`src/rtl/div_unit.sv`:
```
// Multi-cycle radix-2 restoring divider for RV32M DIV/DIVU/REM/REMU.
// Valid/ready on both sides; an opaque tag travels with each operation.
module div_unit #(
   parameter int unsigned XLEN  = 32,
   parameter int unsigned TAG_W = 5
) (
   input  logic             clk,
   input  logic             rst_n,
   input  logic             in_valid,
   output logic             in_ready,
   input  logic [1:0]       in_op,
   input  logic [XLEN-1:0]  in_op1,
   input  logic [XLEN-1:0]  in_op2,
   input  logic [TAG_W-1:0] in_tag,
   input  logic             flush,
   output logic             out_valid,
   input  logic             out_ready,
   output logic [XLEN-1:0]  out_result,
   output logic [TAG_W-1:0] out_tag,
   output logic             busy
);

   localparam int unsigned CW = $clog2(XLEN);

   typedef enum logic [1:0] {IDLE, CALC, FIX, DONE} state_t;

   state_t           state_q;
   logic             sel_rem_q;
   logic             qneg_q;
   logic             rneg_q;
   logic [TAG_W-1:0] tag_q;
   logic [XLEN-1:0]  quo_q;
   logic [XLEN-1:0]  rem_q;
   logic [XLEN-1:0]  dvs_q;
   logic [CW-1:0]    cnt_q;
   logic             out_valid_q;
   logic [XLEN-1:0]  out_result_q;
   logic [TAG_W-1:0] out_tag_q;

   logic             signed_op;
   logic [XLEN-1:0]  int_min;
   logic [XLEN-1:0]  abs1;
   logic [XLEN-1:0]  abs2;
   logic             div_zero;
   logic             overflow;
   logic [XLEN-1:0]  special_res;
   logic [XLEN:0]    rem_shift;
   logic [XLEN:0]    rem_sub;
   logic             rem_ge;
   logic [XLEN-1:0]  rem_d;
   logic [XLEN-1:0]  quo_d;
   logic [XLEN-1:0]  quo_fix;
   logic [XLEN-1:0]  rem_fix;
   logic [XLEN-1:0]  result_d;

   always_comb begin
      signed_op   = ~in_op[0];
      int_min     = '0;
      int_min[XLEN-1] = 1'b1;
      abs1        = (signed_op && in_op1[XLEN-1]) ? -in_op1 : in_op1;
      abs2        = (signed_op && in_op2[XLEN-1]) ? -in_op2 : in_op2;
      div_zero    = (in_op2 == '0);
      overflow    = signed_op && (in_op1 == int_min) && (in_op2 == '1);
      special_res = '0;
      if (div_zero)
         special_res = in_op[1] ? in_op1 : '1;
      else if (overflow)
         special_res = in_op[1] ? '0 : int_min;
   end

   // One restoring step: the shifted partial remainder needs XLEN+1 bits.
   always_comb begin
      rem_shift = {rem_q, quo_q[XLEN-1]};
      rem_sub   = rem_shift - {1'b0, dvs_q};
      rem_ge    = (rem_shift >= {1'b0, dvs_q});
      rem_d     = rem_ge ? rem_sub[XLEN-1:0] : rem_shift[XLEN-1:0];
      quo_d     = {quo_q[XLEN-2:0], rem_ge};
      quo_fix   = qneg_q ? -quo_q : quo_q;
      rem_fix   = rneg_q ? -rem_q : rem_q;
      result_d  = sel_rem_q ? rem_fix : quo_fix;
   end

   always_ff @(posedge clk or negedge rst_n) begin
      if (!rst_n) begin
         state_q      <= IDLE;
         sel_rem_q    <= 1'b0;
         qneg_q       <= 1'b0;
         rneg_q       <= 1'b0;
         tag_q        <= '0;
         quo_q        <= '0;
         rem_q        <= '0;
         dvs_q        <= '0;
         cnt_q        <= '0;
         out_valid_q  <= 1'b0;
         out_result_q <= '0;
         out_tag_q    <= '0;
      end else if (flush) begin
         state_q     <= IDLE;
         out_valid_q <= 1'b0;
      end else begin
         case (state_q)
            IDLE: begin
               if (in_valid) begin
                  sel_rem_q <= in_op[1];
                  tag_q     <= in_tag;
                  if (div_zero || overflow) begin
                     out_result_q <= special_res;
                     out_tag_q    <= in_tag;
                     out_valid_q  <= 1'b1;
                     state_q      <= DONE;
                  end else begin
                     quo_q   <= abs1;
                     dvs_q   <= abs2;
                     rem_q   <= '0;
                     cnt_q   <= '0;
                     qneg_q  <= signed_op && (in_op1[XLEN-1] ^ in_op2[XLEN-1]);
                     rneg_q  <= signed_op && in_op1[XLEN-1];
                     state_q <= CALC;
                  end
               end
            end
            CALC: begin
               rem_q <= rem_d;
               quo_q <= quo_d;
               cnt_q <= cnt_q + 1'b1;
               if (cnt_q == CW'(XLEN - 1))
                  state_q <= FIX;
            end
            FIX: begin
               out_result_q <= result_d;
               out_tag_q    <= tag_q;
               out_valid_q  <= 1'b1;
               state_q      <= DONE;
            end
            DONE: begin
               if (out_ready) begin
                  out_valid_q <= 1'b0;
                  state_q     <= IDLE;
               end
            end
            default: state_q <= IDLE;
         endcase
      end
   end

   assign in_ready   = (state_q == IDLE);
   assign busy       = (state_q != IDLE);
   assign out_valid  = out_valid_q;
   assign out_result = out_result_q;
   assign out_tag    = out_tag_q;

endmodule

```
`config.mk`:
```
export PLATFORM = sky130hd
export DESIGN_NAME = div_unit
export DESIGN_NICKNAME = d
export VERILOG_FILES = /design/src/rtl/div_unit.sv
export SDC_FILE = /design/constraint.sdc
export NUM_CORES = 1
export LEC_CHECK = 0
export CELL_PAD_IN_SITES_DETAIL_PLACEMENT = 1
export CELL_PAD_IN_SITES_GLOBAL_PLACEMENT = 2
export CORE_MARGIN = 2
export CORE_UTILIZATION = 42
export DETAILED_ROUTE_END_ITERATION = 7
export DONT_BUFFER_PORTS = 1
export PLACE_DENSITY_LB_ADDON = 0.1
export SETUP_SLACK_MARGIN = 0.2
export SKIP_LAST_GASP = 1
export SYNTH_ARGS = -nofsm -noshare
export SYNTH_HDL_FRONTEND = slang
export SYNTH_SLANG_ARGS = --single-unit
```
`constraint.sdc`:
```
create_clock -name clk -period 7.25 [get_ports clk]
set_input_delay 1.45 -clock clk [delete_from_list [all_inputs] [get_ports clk]]
set_output_delay 1.45 -clock clk [all_outputs]
set_load 0.1 [all_outputs]
```
==> summary.md <==
| Metric | Value |
|---|---|
| Post-route ant nets | `0` |
| CP Class | `input pin to register` |
| I/O Pins | `116` |
| Sw frac | `0.526` |
| DRT Pass-1 Iters | `5` |
| GR Util met2 | `0.403` |
| CTS clk-pin slew, worst paths | `0.07 ns` |
| RSZ-0062 raised after global routing | `false` |
| Met1 Usage GRT | `0.342` |
| Min Tclk post-route | `between 4 and 5 ns` |
| CTS Hold Bufs | `0` |
| Initial antenna violation count | `2` |
| Max Fclk | `a little over 0.2 GHz` |
| Area of the multi-input gates | `6960 um2` |
| DIE AREA | `between 20,000 and 30,000 um2` |
| CP required | `7.51 ns` |
| Placer Congestion | `0.873` |
| NumNets Final | `1,451` |
| Top FF cell, synth | `dfrtp_1` |
| Setup WS post-layout | `about 2.4 ns` |
| Grt ovf | `0` |
| Placeable Area | `26,100 um2` |
| DRC | `0` |
| Die Height | `168 um` |
| Worst Setup Start Kind | `input pin` |
| Synthesized cell area | `11,200 um2` |
| Worst skew pair latency | `0.44 ns` |
| Hold Violations, Final | `0` |
| Yosys warning count | `0` |
| Post-synthesis to final-layout area growth | `6.58%` |
| Worst EP arrival | `5.14 ns` |
| Tot Pwr | `around 5.1 mW` |
| Overall routed net length | `33,800 um` |
| Slew @ Worst Pin | `about 1.1 ns` |
| H-tree depth | `4` |
| Vias in the first global route | `9,996` |
| CP max FO | `69` |
| Syn Inst Count | `1,374` |
| Proportion of layout cells with a drive suffix above 1 | `0.0551` |
| Syn nets | `1,494` |
| Via count | `9,820` |
| PwrDens | `approximately 420 nW/um2` |
| PortBufs | `0` |
| P_int | `2.40 mW` |
| Critical path endpoint category | `register` |
| First-pass GRT wire length | `55,200 um` |
| Max Cap Violations | `0` |
| CTS Buf Count | `17` |
| DR vias/cell | `5.85` |
| TritonCTS Sinks | `149` |
| Register bit total from synthesis | `149` |
| Seq/Total Area, Yosys | `0.332` |
| Post-synth EDFFs | `0` |
| GR peak layer | `met2` |
| FFs w/ async S/R, synth | `1.00` |
| Final worst path period share | `0.674` |
| Register area | `between 3000 and 4000 um2` |
| Placement Setup Slack | `1.96 ns` |
| Final Core Density | `0.458` |
| Clock tree buffer depth | `2` |
| Maximum vdd ir drop | `just over 200 uV` |
| Die X | `168 um` |
| Rows | `59` |
| P_leak | `5.12 nW` |
| CTS tree | `done` |
| Fill count | `3,189` |
| Met3 Resource Use GR | `0.0357` |
| Starting Density | `0.430` |
| Synth Area per Inst | `roughly 8.2 um2` |
| Status | `completed` |
| Setup bufs post-CTS | `0` |
| Detailed Place HPWL | `25,600 um` |
| Comb pwr share | `0.411` |
| Post-CTS sizing | `0` |
| Flop pwr share | `0.419` |
| Final setup fails | `0` |
| Routed len/inst | `20.1 um` |
| Clock Power Share | `0.170` |
| Largest net degree at the start of global routing | `150` |
| Netlist cell types | `68` |
| Pins over their slew limit | `0` |
| HP Class | `register to register` |
| Slew headroom | `0.260` |
| Fin Setup TNS | `0 ns` |
| Worst clock skew | `roughly 0.017 ns` |
| Sw power | `2.66 mW` |
| CTS Root Cell | `clkbuf_16` |
| Gr usage total | `0.246` |
| Iteration-0 DRC Markers | `~540` |
-- metal layers --
| layer | vias to the layer above | wire [um] |
|---|---|---|
| met3 | 25 | 1430 |
| met5 | - | 0 |
| met1 | 4737 | 16600 |
| met4 | 0 | 452 |
| li1 | 4848 | - |
| met2 | 210 | 15400 |
-- Yosys cell counts (7+ instances only) --
| library cell | instances | area share |
|---|---|---|
| dfrtp_1 | 149 | 0.33 |
| nand2_1 | 145 | 0.048 |
| nor2_1 | 141 | 0.047 |
| o21ai_0 | 136 | 0.061 |
| a21oi_1 | 98 | 0.044 |
| xnor2_1 | 75 | 0.058 |
| xor2_1 | 68 | 0.053 |
| inv_1 | 62 | 0.021 |
| clkbuf_1 | 44 | 0.015 |
| ha_1 | 43 | 0.048 |
| a31oi_1 | 32 | 0.018 |
| nor3_1 | 30 | 0.013 |
| o31ai_1 | 30 | 0.020 |
| mux2i_1 | 29 | 0.026 |
| nand3_1 | 27 | 0.012 |
| a221o_1 | 22 | 0.020 |
| o211ai_1 | 22 | 0.015 |
| nand4_1 | 18 | 0.010 |
| or3_1 | 14 | 0.0078 |
| a21o_1 | 13 | 0.0087 |
| mux2_2 | 13 | 0.013 |
| o41ai_1 | 13 | 0.010 |
| or4_1 | 13 | 0.0087 |
| buf_2 | 12 | 0.0053 |
| nand2b_1 | 10 | 0.0056 |
| nor4_1 | 9 | 0.0050 |
| and3_1 | 7 | 0.0039 |
| nor2b_1 | 7 | 0.0039 |
-- area by class of cell --
cell class | instances | share of cell area
flip-flops and latches | 149 | 0.311
clock buffers | 18 | 0.0367
multi-input cells | 1090 | 0.581
diodes | 1 | 0.000209
inverters | 62 | 0.0194
clock inverters | 14 | 0.00992
repair buffers | 11 | 0.00689
well taps | 335 | 0.0350
-- layout by cell type, fill, tap and decap left out, types with 5 or more instances in the layout --
| cell type | instances |
|---|---|
| dfrtp_1 | 148 |
| nand2_1 | 145 |
| nor2_1 | 141 |
| o21ai_0 | 136 |
| a21oi_1 | 98 |
| xnor2_1 | 75 |
| xor2_1 | 68 |
| inv_1 | 62 |
| ha_1 | 42 |
| a31oi_1 | 32 |
| nor3_1 | 30 |
| o31ai_1 | 30 |
| mux2i_1 | 29 |
| nand3_1 | 27 |
| a221o_1 | 22 |
| o211ai_1 | 22 |
| nand4_1 | 18 |
| clkbuf_16 | 17 |
| or3_1 | 14 |
| or4_1 | 13 |
| o41ai_1 | 13 |
| a21o_1 | 13 |
| mux2_2 | 13 |
| buf_4 | 11 |
| nand2b_1 | 10 |
| nor4_1 | 9 |
| and3_1 | 7 |
| nor2b_1 | 7 |
| clkinv_4 | 6 |
| o21a_1 | 5 |
| o21bai_1 | 5 |
| a221oi_1 | 5 |
| a32oi_1 | 5 |
-- final timing paths --
path	from	endpoint	slack [ns]	cells after the start
max	in_op1[10]	rem_q[2]	2.36	9
min	cnt_q[4]	cnt_q[4]	0.49	2
max reg2reg	state_q[0]	rem_q[2]	2.97	9
min reg2reg	cnt_q[4]	cnt_q[4]	0.49	2
max in group asynchronous	rst_n	dvs_q[22]	6.21	0
min in group asynchronous	rst_n	out_result[6]	0.70	0
-- registers in the layout (all words and copies together), names as in the netlist --
signal      count
dvs_q          32
out_result     32
quo_q          32
rem_q          32
cnt_q           5
out_tag         5
tag_q           5
state_q         2
out_valid       1
qneg_q          1
rneg_q          1
sel_rem_q       1
-- power groups by stage --
| stage | Sequential, mW | Combinational (mW) | Clock, mW |
|---|---|---|---|
| 2_1_floorplan | 2.01 | 1.68 | 0 |
| 6_report | 2.12 | 2.08 | 0.857 |
| 4_1_cts | 2.12 | 2.09 | 0.878 |
| 5_1_grt | 2.18 | 2.34 | 0.908 |
| 3_3_place_gp | 2.13 | 2.04 | 0 |
| 3_5_place_dp | 2.14 | 2.08 | 0 |
-- metrics by stage --
step,std cells,hold WS (ns),instance area [um2]
6_report,1680,0.486,12000
4_1_cts,1679,0.491,12000
2_1_floorplan,1374,0.445,11200
5_1_grt,1679,0.511,12000
3_3_place_gp,1647,0.461,11400
3_5_place_dp,1647,0.475,11400
-- worst max-delay path, stage by stage --
cell     delay, ns
or4_4         0.54
or3_4         0.36
nor4_2        0.57
nand3_1       0.26
and3b_2       0.30
buf_4         0.31
a21o_1        0.40
nand2_1       0.67
o21ai_0       0.26
-- cell families (layout without fill, tap and decap cells) --
group / count (synthesis) / in the layout / share of synthesized area
other: 0 / 1 / 0
buffers and inverters: 135 / 105 / 0.0512
AOI/OAI and AO/OA: 416 / 416 / 0.232
xor gates and xnor gates: 143 / 143 / 0.111
adders and majority gates: 44 / 44 / 0.0496
and+or+nand+nor: 445 / 445 / 0.185
DFF: 149 / 149 / 0.332
muxes: 42 / 42 / 0.0388
No activity file was read; power rests on OpenSTA's default activity.
